### src/rtl/ocp_initiator.sv
// ocp_initiator: single-outstanding master for the 8-bit MCmd/SResp register bus.
// Turns one host command into one bus transaction and returns read data or
// write completion on a valid/ready response port. Every wait for the slave
// is bounded by a saturating timeout counter so a dead slave cannot stall the host.
module ocp_initiator #(
  parameter int TIMEOUT = 255,
  parameter int TO_W    = 8
) (
  input  logic       clk,
  input  logic       reset_n,
  input  logic       cmd_valid,
  output logic       cmd_ready,
  input  logic       cmd_write,
  input  logic [7:0] cmd_addr,
  input  logic [7:0] cmd_wdata,
  output logic       rsp_valid,
  input  logic       rsp_ready,
  output logic [7:0] rsp_data,
  output logic       rsp_error,
  output logic       busy,
  output logic [2:0] MCmd,
  output logic [7:0] MAddr,
  output logic [7:0] MData,
  input  logic       SCmdAccept,
  input  logic [7:0] SData,
  input  logic [1:0] SResp
);

  typedef enum logic [1:0] {
    S_IDLE      = 2'd0,
    S_REQ       = 2'd1,
    S_WAIT_RESP = 2'd2,
    S_RESP      = 2'd3
  } state_t;

  localparam logic [2:0] MCMD_IDLE = 3'b000;
  localparam logic [2:0] MCMD_WR   = 3'b001;
  localparam logic [2:0] MCMD_RD   = 3'b010;

  localparam logic [1:0] SRESP_NULL = 2'b00;
  localparam logic [1:0] SRESP_DVA  = 2'b01;

  localparam logic [TO_W-1:0] TO_LIMIT = TO_W'(TIMEOUT);

  state_t          state;
  logic [TO_W-1:0] to_cnt;
  logic [TO_W-1:0] to_cnt_inc;
  logic            to_expired;

  // Saturating increment: the counter parks at all-ones instead of wrapping.
  function automatic logic [TO_W-1:0] sat_inc(input logic [TO_W-1:0] v);
    if (v == {TO_W{1'b1}}) return v;
    return v + 1'b1;
  endfunction

  // Next counter value and whether this edge is the last one allowed to wait.
  always_comb begin
    to_cnt_inc = sat_inc(to_cnt);
    to_expired = (to_cnt_inc >= TO_LIMIT);
  end

  // Handshake outputs are pure state decodes so the host sees them without delay.
  always_comb begin
    cmd_ready = (state == S_IDLE);
    busy      = (state != S_IDLE);
  end

  // Transaction sequencer; all bus and response outputs are registered here.
  always_ff @(posedge clk or negedge reset_n) begin
    if (!reset_n) begin
      state     <= S_IDLE;
      MCmd      <= MCMD_IDLE;
      MAddr     <= 8'h00;
      MData     <= 8'h00;
      rsp_valid <= 1'b0;
      rsp_data  <= 8'h00;
      rsp_error <= 1'b0;
      to_cnt    <= '0;
    end else begin
      case (state)
        S_IDLE: begin
          if (cmd_valid) begin
            MAddr  <= cmd_addr;
            MData  <= cmd_wdata;
            MCmd   <= cmd_write ? MCMD_WR : MCMD_RD;
            to_cnt <= '0;
            state  <= S_REQ;
          end
        end
        S_REQ: begin
          // Accept wins over a timeout landing on the same edge.
          if (SCmdAccept) begin
            MCmd <= MCMD_IDLE;
            if (MCmd == MCMD_WR) begin
              // Posted write: complete immediately, no SResp expected.
              rsp_valid <= 1'b1;
              rsp_data  <= 8'h00;
              rsp_error <= 1'b0;
              state     <= S_RESP;
            end else begin
              to_cnt <= '0;
              state  <= S_WAIT_RESP;
            end
          end else if (to_expired) begin
            MCmd      <= MCMD_IDLE;
            rsp_valid <= 1'b1;
            rsp_data  <= 8'h00;
            rsp_error <= 1'b1;
            state     <= S_RESP;
          end else begin
            to_cnt <= to_cnt_inc;
          end
        end
        S_WAIT_RESP: begin
          if (SResp != SRESP_NULL) begin
            rsp_valid <= 1'b1;
            rsp_data  <= SData;
            rsp_error <= (SResp != SRESP_DVA);
            state     <= S_RESP;
          end else if (to_expired) begin
            rsp_valid <= 1'b1;
            rsp_data  <= 8'h00;
            rsp_error <= 1'b1;
            state     <= S_RESP;
          end else begin
            to_cnt <= to_cnt_inc;
          end
        end
        S_RESP: begin
          if (rsp_ready) begin
            rsp_valid <= 1'b0;
            state     <= S_IDLE;
          end
        end
        default: begin
          MCmd  <= MCMD_IDLE;
          state <= S_IDLE;
        end
      endcase
    end
  end

endmodule

### config.mk
export PLATFORM = sky130hd
export DESIGN_NAME = ocp_initiator
export DESIGN_NICKNAME = d
export VERILOG_FILES = /design/src/rtl/ocp_initiator.sv
export SDC_FILE = /design/constraint.sdc
export NUM_CORES = 1
export LEC_CHECK = 0
export CELL_PAD_IN_SITES_DETAIL_PLACEMENT = 0
export CELL_PAD_IN_SITES_GLOBAL_PLACEMENT = 1
export CORE_ASPECT_RATIO = 0.8
export CORE_MARGIN = 2
export CORE_UTILIZATION = 30
export CTS_CLUSTER_SIZE = 16
export DETAILED_ROUTE_END_ITERATION = 10
export GPL_ROUTABILITY_DRIVEN = 0
export GPL_TIMING_DRIVEN = 0
export HOLD_SLACK_MARGIN = 0.1
export PLACE_DENSITY = 0.78
export SLEW_MARGIN = 20
export SYNTH_ARGS = -nofsm -noshare
export SYNTH_HDL_FRONTEND = slang
export SYNTH_SLANG_ARGS = --single-unit
### constraint.sdc
create_clock -name clk -period 2.3 [get_ports clk]
set_input_delay 0.46 -clock clk [delete_from_list [all_inputs] [get_ports clk]]
set_output_delay 0.46 -clock clk [all_outputs]
set_load 0.01 [all_outputs]
# Word-level counts from Yosys, hierarchy flattened
# Index checks and enable logic that the tools add are counted.
[totals] wordCells=72 input_bits=32 register_bits=39
[classes] n_mux=37 order_cmp=1 n_reduce_logical=13 eq_ne=12 n_addsub=1
[ops] operator="8-bit two-way mux" count=11
[ops] operator="8-bit case mux with 3 select lines" count=1
[ops] operator="8-bit case mux with 2 select lines" count=1
[ops] operator="2-bit two-way mux" count=6
[ops] operator="1-bit two-way mux" count=11
[ops] operator="3-bit two-way mux" count=3
[ops] operator="3-bit != test, second input constant" count=3
[ops] operator="8-bit by 1-bit adder with 8-bit output, second input constant" count=1
[ops] operator="8-bit == test, second input constant" count=1
[ops] operator="8-bit >= comparator, second input constant" count=1
[ops] operator="2-bit case mux with 4 select lines" count=1
[ops] operator="2-bit nonzero test" count=4
[ops] operator="2-bit != test, second input constant" count=3
[ops] operator="3-bit case mux with 2 select lines" count=1
[ops] operator="2-bit AND reduction" count=3
[ops] operator="3-bit AND reduction" count=2
[ops] operator="3-bit nonzero test" count=2
[ops] operator="2-bit == test, second input constant" count=2
[ops] operator="4-bit AND reduction" count=1
[ops] operator="3-bit by 1-bit == test with 1-bit output, second input constant" count=1
[ops] operator="1-bit case mux with 3 select lines" count=1
[ops] operator="2-bit by 1-bit == test with 1-bit output, second input constant" count=1
[ops] operator="2-bit zero test" count=1
[ops] operator="2-bit by 1-bit != test with 1-bit output, second input constant" count=1
[ops] operator="1-bit case mux with 2 select lines" count=1

# Longest topological paths before layout
# Gate-level depths: netlist (run 1).
[depth] ltp_word=7 depth_mapped=9 ltp_nobuf=7

# Least setup slack after synthesis (run 1)
# Ideal clock, no wire load.
[synth_path] path_kind="register -> register" startpoint="register state[0]" endpoint="register to_cnt[1]" arrival_time_ns=2.101 path_stages_with_launch=10 path_buffers=2 path_slack_ns=0.075 path_cell_list="dfrtp_1 -> inv_1 -> ha_1 -> clkbuf_1 -> nor2b_1 -> or4_4 -> buf_6 -> and2_0 -> a211o_1 -> o21bai_1"
[synth_via] elab_chain_len=3 elab_cells_between_ends=9 classes_between="5 x eq/ne; 1 x mux; 3 x reduce/logical"
[synth_rtl] element="start: declaration" line="45" rtl="state_t state;"
[synth_rtl] element="start signal: assignment" line="71" rtl="state <= S_IDLE;"
[synth_rtl] element="start signal: assignment" line="87" rtl="state <= S_REQ;"
[synth_rtl] element="start signal: assignment" line="99" rtl="state <= S_RESP;"
[synth_rtl] element="2-bit zero test *"
[synth_rtl] element="net cmd_ready" line="12" rtl="output logic cmd_ready,"
[synth_rtl] element="2-bit != test (no line) or 3-bit nonzero test (tied branches)"
[synth_rtl] element="4-bit AND reduction (no line)"
[synth_rtl] element="end signal: assignment" line="111" rtl="to_cnt <= to_cnt_inc;"
[synth_rtl] element="end signal: assignment" line="126" rtl="to_cnt <= to_cnt_inc;"
[synth_rtl] element="end: declaration" line="46" rtl="logic [TO_W-1:0] to_cnt;"
# The timed path passes the listed nets; every way through them passes the cells marked *.
# A chain may end at the register's enable or synchronous reset.

# Worst setup path after layout (run 1)
[layout_path] startpoint="input SResp[1]" endpoint="register to_cnt[7]"
[layout_via] elab_chain_len=3
[layout_rtl] element="start: declaration" line="26" rtl="input logic [1:0] SResp"
[layout_rtl] element="2-bit nonzero test" line="115" rtl="if (SResp != SRESP_NULL) begin"
[layout_rtl] element="2-bit != test (no line)"
[layout_rtl] element="4-bit AND reduction (no line)"
# No other way between the ends.

==> flow_summary.ini, run 1 <==
[final_layout]
instances_no_fill = 363
drive_gt1_frac = 0.165
syn_to_final_growth_pct = 43.4
layout.nets = 316
diodes = 0
fill_cells = 646

[status]
status = finished, final reports clean

[global_route]
grt_overflow = 0
grt_usage = 0.158
antenna_found_initial = 0
grt_pass1_vias = 1921
grt_max_degree = 22
grt_first_pass_wirelength_mm = 9.32

[synthesis]
yosysTopAreaCell = dfrtp_1
synthTopCellsByArea = dfrtp_1, mux2_2, o21ai_1
synth-seq-cells = 38
netlist_area_mm2 = 0.00205
yosysTopAreaCellShare = 0.464
syn_inst = 207
synthTopCellsByCount = dfrtp_1, nand2_1, o21ai_1
ys.flop_type = dfrtp_1
seq_area_frac_synth = 0.464
syn-num-nets = 245
synth.distinct_cells = 48
synth_edf_count = 0
synth_area_per_cell_um2 = 9.89
yosys_warnings = 0
synth.most_common_cell = dfrtp_1
synthArstFlopShare = 1.00

[floorplanning]
die-area_mm2 = 0.00751
coreArea_mm2 = 0.00651
die_x_um = 96.4
start_util = 0.315
die_h_um = 77.9
pin_count = 63
rows = 26

[route]
routedWlPerCell_um = 14.8
dr.pass1.iters = 4
vias_per_cell = 5.13
postRouteWirelength_mm = 5.38
drc_errors = 0
vias = 1861
ant_nets = 0
drtIter0Drc = 157

[clock_tree]
clockBufferDepth = 2
h-tree-depth = 2
cts_tree = built
insertion_delay_ns = 0.29
cts_made_buffers = 5
cts.root.buffer_cell = clkbuf_8
path_clk_slew_ns = 0.07
cts.sinks = 38
hold_buffers = 0

[worst_hold_path]
worstHoldPathType = in2async

[power]
sw_frac_of_total = 0.358
p_clk_frac = 0.145
leakagePower_nw = 1.22
p_switching_w = 0.00118
p_comb_frac = 0.518
seqPwrFrac = 0.338
internal_power_w = 0.00212
ir_drop_mv = 0.548
p_per_area_mw_per_mm2 = 1120

[worst_setup_path]
crit_path_start_kind = primary input
reg2reg_slack_ns = 0.07
crit_type = in2reg
end_kind = flip-flop
required_ns = 2.51
crit_arrival_ns = 2.45
crit-reg2reg-launch = state[1]
path_max_fanout = 7
rr_endpoint = to_cnt[7]
reg2regPathDepth = 7

[sta]
finalHoldViolCount = 0
fin_crit_sh = 0.975
setup_slack_ns = 0.0570
slew_violations = 0
relSlewSlack = 0.530
worst_pin_slew_ns = 0.700
period_needed_ns = 2.24
setup_viol = 0
max_freq_ghz = 0.446
skew_ns = 0.00525

[placed_design]
dp_hpwl_mm = 3.92
port_buffers = 61
place_inst = 353
dp_slack_ns = -0.394

[run]
maxCapViolCount = 0
-- flip-flops by register name, indices dropped and copies added (netlist names) --
register and count:
state 2, MCmd 2, rsp_error 1, MData 8, to_cnt 8, rsp_data 8
MAddr 8, rsp_valid 1
-- metrics by stage --
stage	hold WS [ns]	cell area [um2]	utilization	setup TNS, ns	power, W
4_1_cts	0.133	2910	0.447	0	0.00332
5_1_grt	0.154	2940	0.452	-0.000247	0.00355
3_3_place_gp	0.487	2760	0.425	-14.10	0.00276
6_report	0.128	2940	0.452	0	0.00330
3_5_place_dp	0.453	2790	0.428	-5.66	0.00279
2_1_floorplan	0.164	2050	-	0	0.00198
-- final cells by class --
cell class	instances	area, um2	area share
tap	84	105	0.0358
clock buffer	7	86.3	0.0294
timing repair buffer	66	666	0.227
sequential	38	951	0.324
buffer	12	62.6	0.0213
inverter	5	18.8	0.00639
clock inverter	1	5.00	0.00170
multi-input combinational	150	1040	0.355
-- power groups by stage --
| stage | Combinational, W | Clock [W] | Sequential (W) |
|---|---|---|---|
| after floorplan | 0.000763 | 0 | 0.00122 |
| after global placement | 0.00164 | 0 | 0.00112 |
| after detailed placement | 0.00166 | 0 | 0.00113 |
| after CTS | 0.00170 | 0.000506 | 0.00111 |
| after global routing | 0.00188 | 0.000517 | 0.00115 |
| final | 0.00171 | 0.000477 | 0.00111 |
-- critical path, cell delays in order --
cell and delay, ns:
clkdlybuf4s50_1 0.47, o21a_1 0.24, or4_4 0.52, buf_6 0.15, or4_1 0.46, o21ai_1 0.15
-- per-layer routing --
layer	wire [um]	global-route usage	vias to the layer above	part of all wire
met3	546	0.0709	7	0.10
met4	57	0.0380	0	0.011
li1	-	-	900	-
met2	2330	0.231	58	0.43
met1	2440	0.213	896	0.45
met5	0	0	-	0
-- cell usage in the layout, fill, tap and decap left out, types with 2 or more instances in the layout --
cell / synthesis / layout
nand4_1: 2 / 2
o41ai_2: 0 / 2
clkbuf_8: 0 / 6
nor3_1: 3 / 3
buf_2: 3 / 4
nor2b_1: 4 / 3
nand3_1: 5 / 5
o21bai_1: 2 / 2
a22oi_1: 8 / 8
dfrtp_1: 38 / 38
ha_1: 6 / 3
nand3b_1: 2 / 2
clkbuf_2: 0 / 2
buf_4: 1 / 5
a31oi_1: 4 / 4
ha_2: 0 / 3
a211oi_1: 2 / 2
nand2b_1: 3 / 3
and3_1: 3 / 3
nor2_1: 9 / 8
o21ai_1: 19 / 20
and2_1: 2 / 2
inv_1: 5 / 5
o21a_1: 2 / 2
a21oi_1: 7 / 7
clkdlybuf4s50_1: 0 / 59
o41ai_1: 4 / 2
mux2_2: 17 / 17
clkbuf_1: 8 / 5
nand2_1: 24 / 24
-- logic make-up (layout without fill, tap and decap cells) --
logic type | after synthesis | after routing | share of synthesized area
muxes | 18 | 18 | 0.0983
and+or+nand+nor | 64 | 64 | 0.158
DFF | 38 | 38 | 0.464
buffers and inverters | 19 | 91 | 0.0421
adders and majority gates | 6 | 6 | 0.0367
AOI/OAI and AO/OA | 60 | 60 | 0.194
other | 1 | 1 | 0.00183
xor gates and xnor gates | 1 | 1 | 0.00428
-- worst max-delay path by stage --
stage               startpoint           to  slack, ns  cells past startpoint
floorplan             state[0]    to_cnt[1]       0.08                      9
global placement     to_cnt[0]  rsp_data[6]      -0.40                      8
detailed placement   to_cnt[0]  rsp_data[3]      -0.39                      8
CTS                   state[1]    to_cnt[1]       0.01                      8
global route          state[1]    to_cnt[1]    -0.0002                      8
finish                SResp[1]    to_cnt[7]       0.06                      6
-- repair_timing --
item / 4_1_cts / 5_1_grt
endpoints found under the setup margin: 21 / 16
pin swaps: 1 / 0
gates resized for setup: 3 / 11
setup buffers: 4 / 0
Power figures use the tool's default switching activity.
==> run 2: changes to the inputs <==
--- a/config.mk
+++ b/config.mk
@@ -16,6 +16,7 @@
 export GPL_TIMING_DRIVEN = 0
 export HOLD_SLACK_MARGIN = 0.1
 export PLACE_DENSITY = 0.78
+export SKIP_CTS_REPAIR_TIMING = 1
 export SLEW_MARGIN = 20
 export SYNTH_ARGS = -nofsm -noshare
 export SYNTH_HDL_FRONTEND = slang
==> constraint.sdc (replaced) <==
create_clock -name clk -period 1.8 [get_ports clk]
set_input_delay 0.36 -clock clk [delete_from_list [all_inputs] [get_ports clk]]
set_output_delay 0.36 -clock clk [all_outputs]
set_load 0.01 [all_outputs]
==> run 2 against run 1 <==
  * Largest cell class unchanged
  * Critical endpoint unchanged
  * Core utilization increased by 6.8 points
  * Critical path type is now reg2reg
  * Register-to-register slack got worse by 0.43 ns
  * Worst setup slack got worse by 0.41 ns
  * The run now ends with negative setup slack left
  * First-iteration DRC count decreased by 29%
==> flow_summary.ini, run 2 (synthesized netlist as in run 1, its figures left out) <==
[status]
status = finished with violations
violations = negative setup slack

[sta]
finalHoldViolCount = 0
skew_ns = 0.00453
setup_viol = 21
slew_violations = 0
fin_hold_ws_ns = 0.489
period_needed_ns = 2.16
max_freq_ghz = 0.464
fin_crit_sh = 1.20
rsz0062_at_grt = yes
tns_ns = -3.62
setup_slack_ns = -0.357

[run]
maxCapViolCount = 0

[floorplanning]
coreArea_mm2 = 0.00651
die-area_mm2 = 0.00751
rows = 26
start_util = 0.315
die_h_um = 77.9
die_x_um = 96.4
pin_count = 63

[global_route]
grt_max_degree = 30
grt_usage = 0.152
antenna_found_initial = 0
grt_first_pass_wirelength_mm = 8.96
grt_pass1_vias = 1900
grt_overflow = 0

[clock_tree]
clockBufferDepth = 2
cts.sinks = 38
h-tree-depth = 2
cts_made_buffers = 5
cts_tree = built
path_clk_slew_ns = 0.07
insertion_delay_ns = 0.29
cts.root.buffer_cell = clkbuf_8

[worst_setup_path]
crit_chain = inv_4 > ha_4 > and4b_1 > or4_4 > or4_1 > o21ai_1
crit_path_start_kind = flip-flop
critPathSlowestCell = or4_4
path_max_fanout = 7
end_kind = flip-flop
max_stage_delay_ns = 0.55
crit_type = reg2reg
required_ns = 2.01
crit_arrival_ns = 2.36

[route]
drc_errors = 0
vias_per_cell = 5.14
ant_nets = 0
dr.pass1.iters = 4
vias = 1948
drtIter0Drc = 112
routedWlPerCell_um = 15.9
postRouteWirelength_mm = 6.03

[placed_design]
dp_hpwl_mm = 3.86
port_buffers = 61
place_inst = 353

[final_layout]
diodes = 0
postLayoutCoreUtil = 0.519
drive_gt1_frac = 0.346
layout.nets = 333
fill_cells = 600
final_cell_mix = clkdlybuf4s50_1, dfrtp_1, nand2_1
instances_no_fill = 379
final_common_cell = clkdlybuf4s50_1
syn_to_final_growth_pct = 64.9

[worst_hold_path]
worstHoldPathType = in2async

[power]
leakagePower_nw = 1.42
total_power_w = 0.00485
ir_drop_mv = 0.788
p_per_area_mw_per_mm2 = 1440
## run 2: worst max-delay path, delay by kind of cell (launching register included)
| family | cells | cell delay [ns] |
|---|---|---|
| adders and majority gates | 1 | 0.18 |
| buffers and inverters | 1 | 0.07 |
| and+or+nand+nor | 3 | 1.25 |
| AOI/OAI and AO/OA | 1 | 0.16 |
| DFF | 1 | 0.42 |
## run 2: final timing paths
| check | startpoint | endpoint | slack [ns] | cells past startpoint |
|---|---|---|---|---|
| worst min register to register | MAddr[5] | MAddr[5] | 0.51 | 1 |
| worst max-delay path | state[1] | to_cnt[7] | -0.36 | 6 |
| min in group clk | MAddr[5] | MAddr[5] | 0.51 | 1 |
| worst min-delay path | reset_n | rsp_data[6] | 0.49 | 2 |
| worst max register to register | state[1] | to_cnt[7] | -0.36 | 6 |
| max in group asynchronous | reset_n | to_cnt[1] | 0.86 | 3 |
## run 2: area by class of cell
| cell class | instances | area (um2) | share of cell area |
|---|---|---|---|
| clock buffer | 6 | 82.6 | 0.0245 |
| buffer | 10 | 87.6 | 0.0259 |
| timing repair buffer | 84 | 837 | 0.248 |
| multi-input combinational | 151 | 1250 | 0.372 |
| sequential | 38 | 956 | 0.283 |
| tap | 84 | 105 | 0.0311 |
| clock inverter | 1 | 30.0 | 0.00889 |
| inverter | 5 | 23.8 | 0.00704 |
## run 2: metal layers
| layer | GRT usage | part of all wire | vias up |
|---|---|---|---|
| met4 | 0.0254 | 0.0058 | 0 |
| met1 | 0.210 | 0.44 | 935 |
| met2 | 0.209 | 0.44 | 79 |
| met5 | 0 | 0 | - |
| met3 | 0.0845 | 0.11 | 4 |
| li1 | - | - | 930 |
## run 2: stage by stage
step	worst slack, ns	area [um2]
finish	-0.357	3380
global route	-0.400	3380
CTS	-0.527	2970
detailed placement	-0.681	2860
global placement	-0.825	2840
floorplan	-0.298	2130
## run 2: power breakdown
part           internal (W)  switching (W)  total (W)
clock network      0.000444       0.000301   0.000744
registers           0.00120       0.000259    0.00146
logic               0.00151        0.00114    0.00265
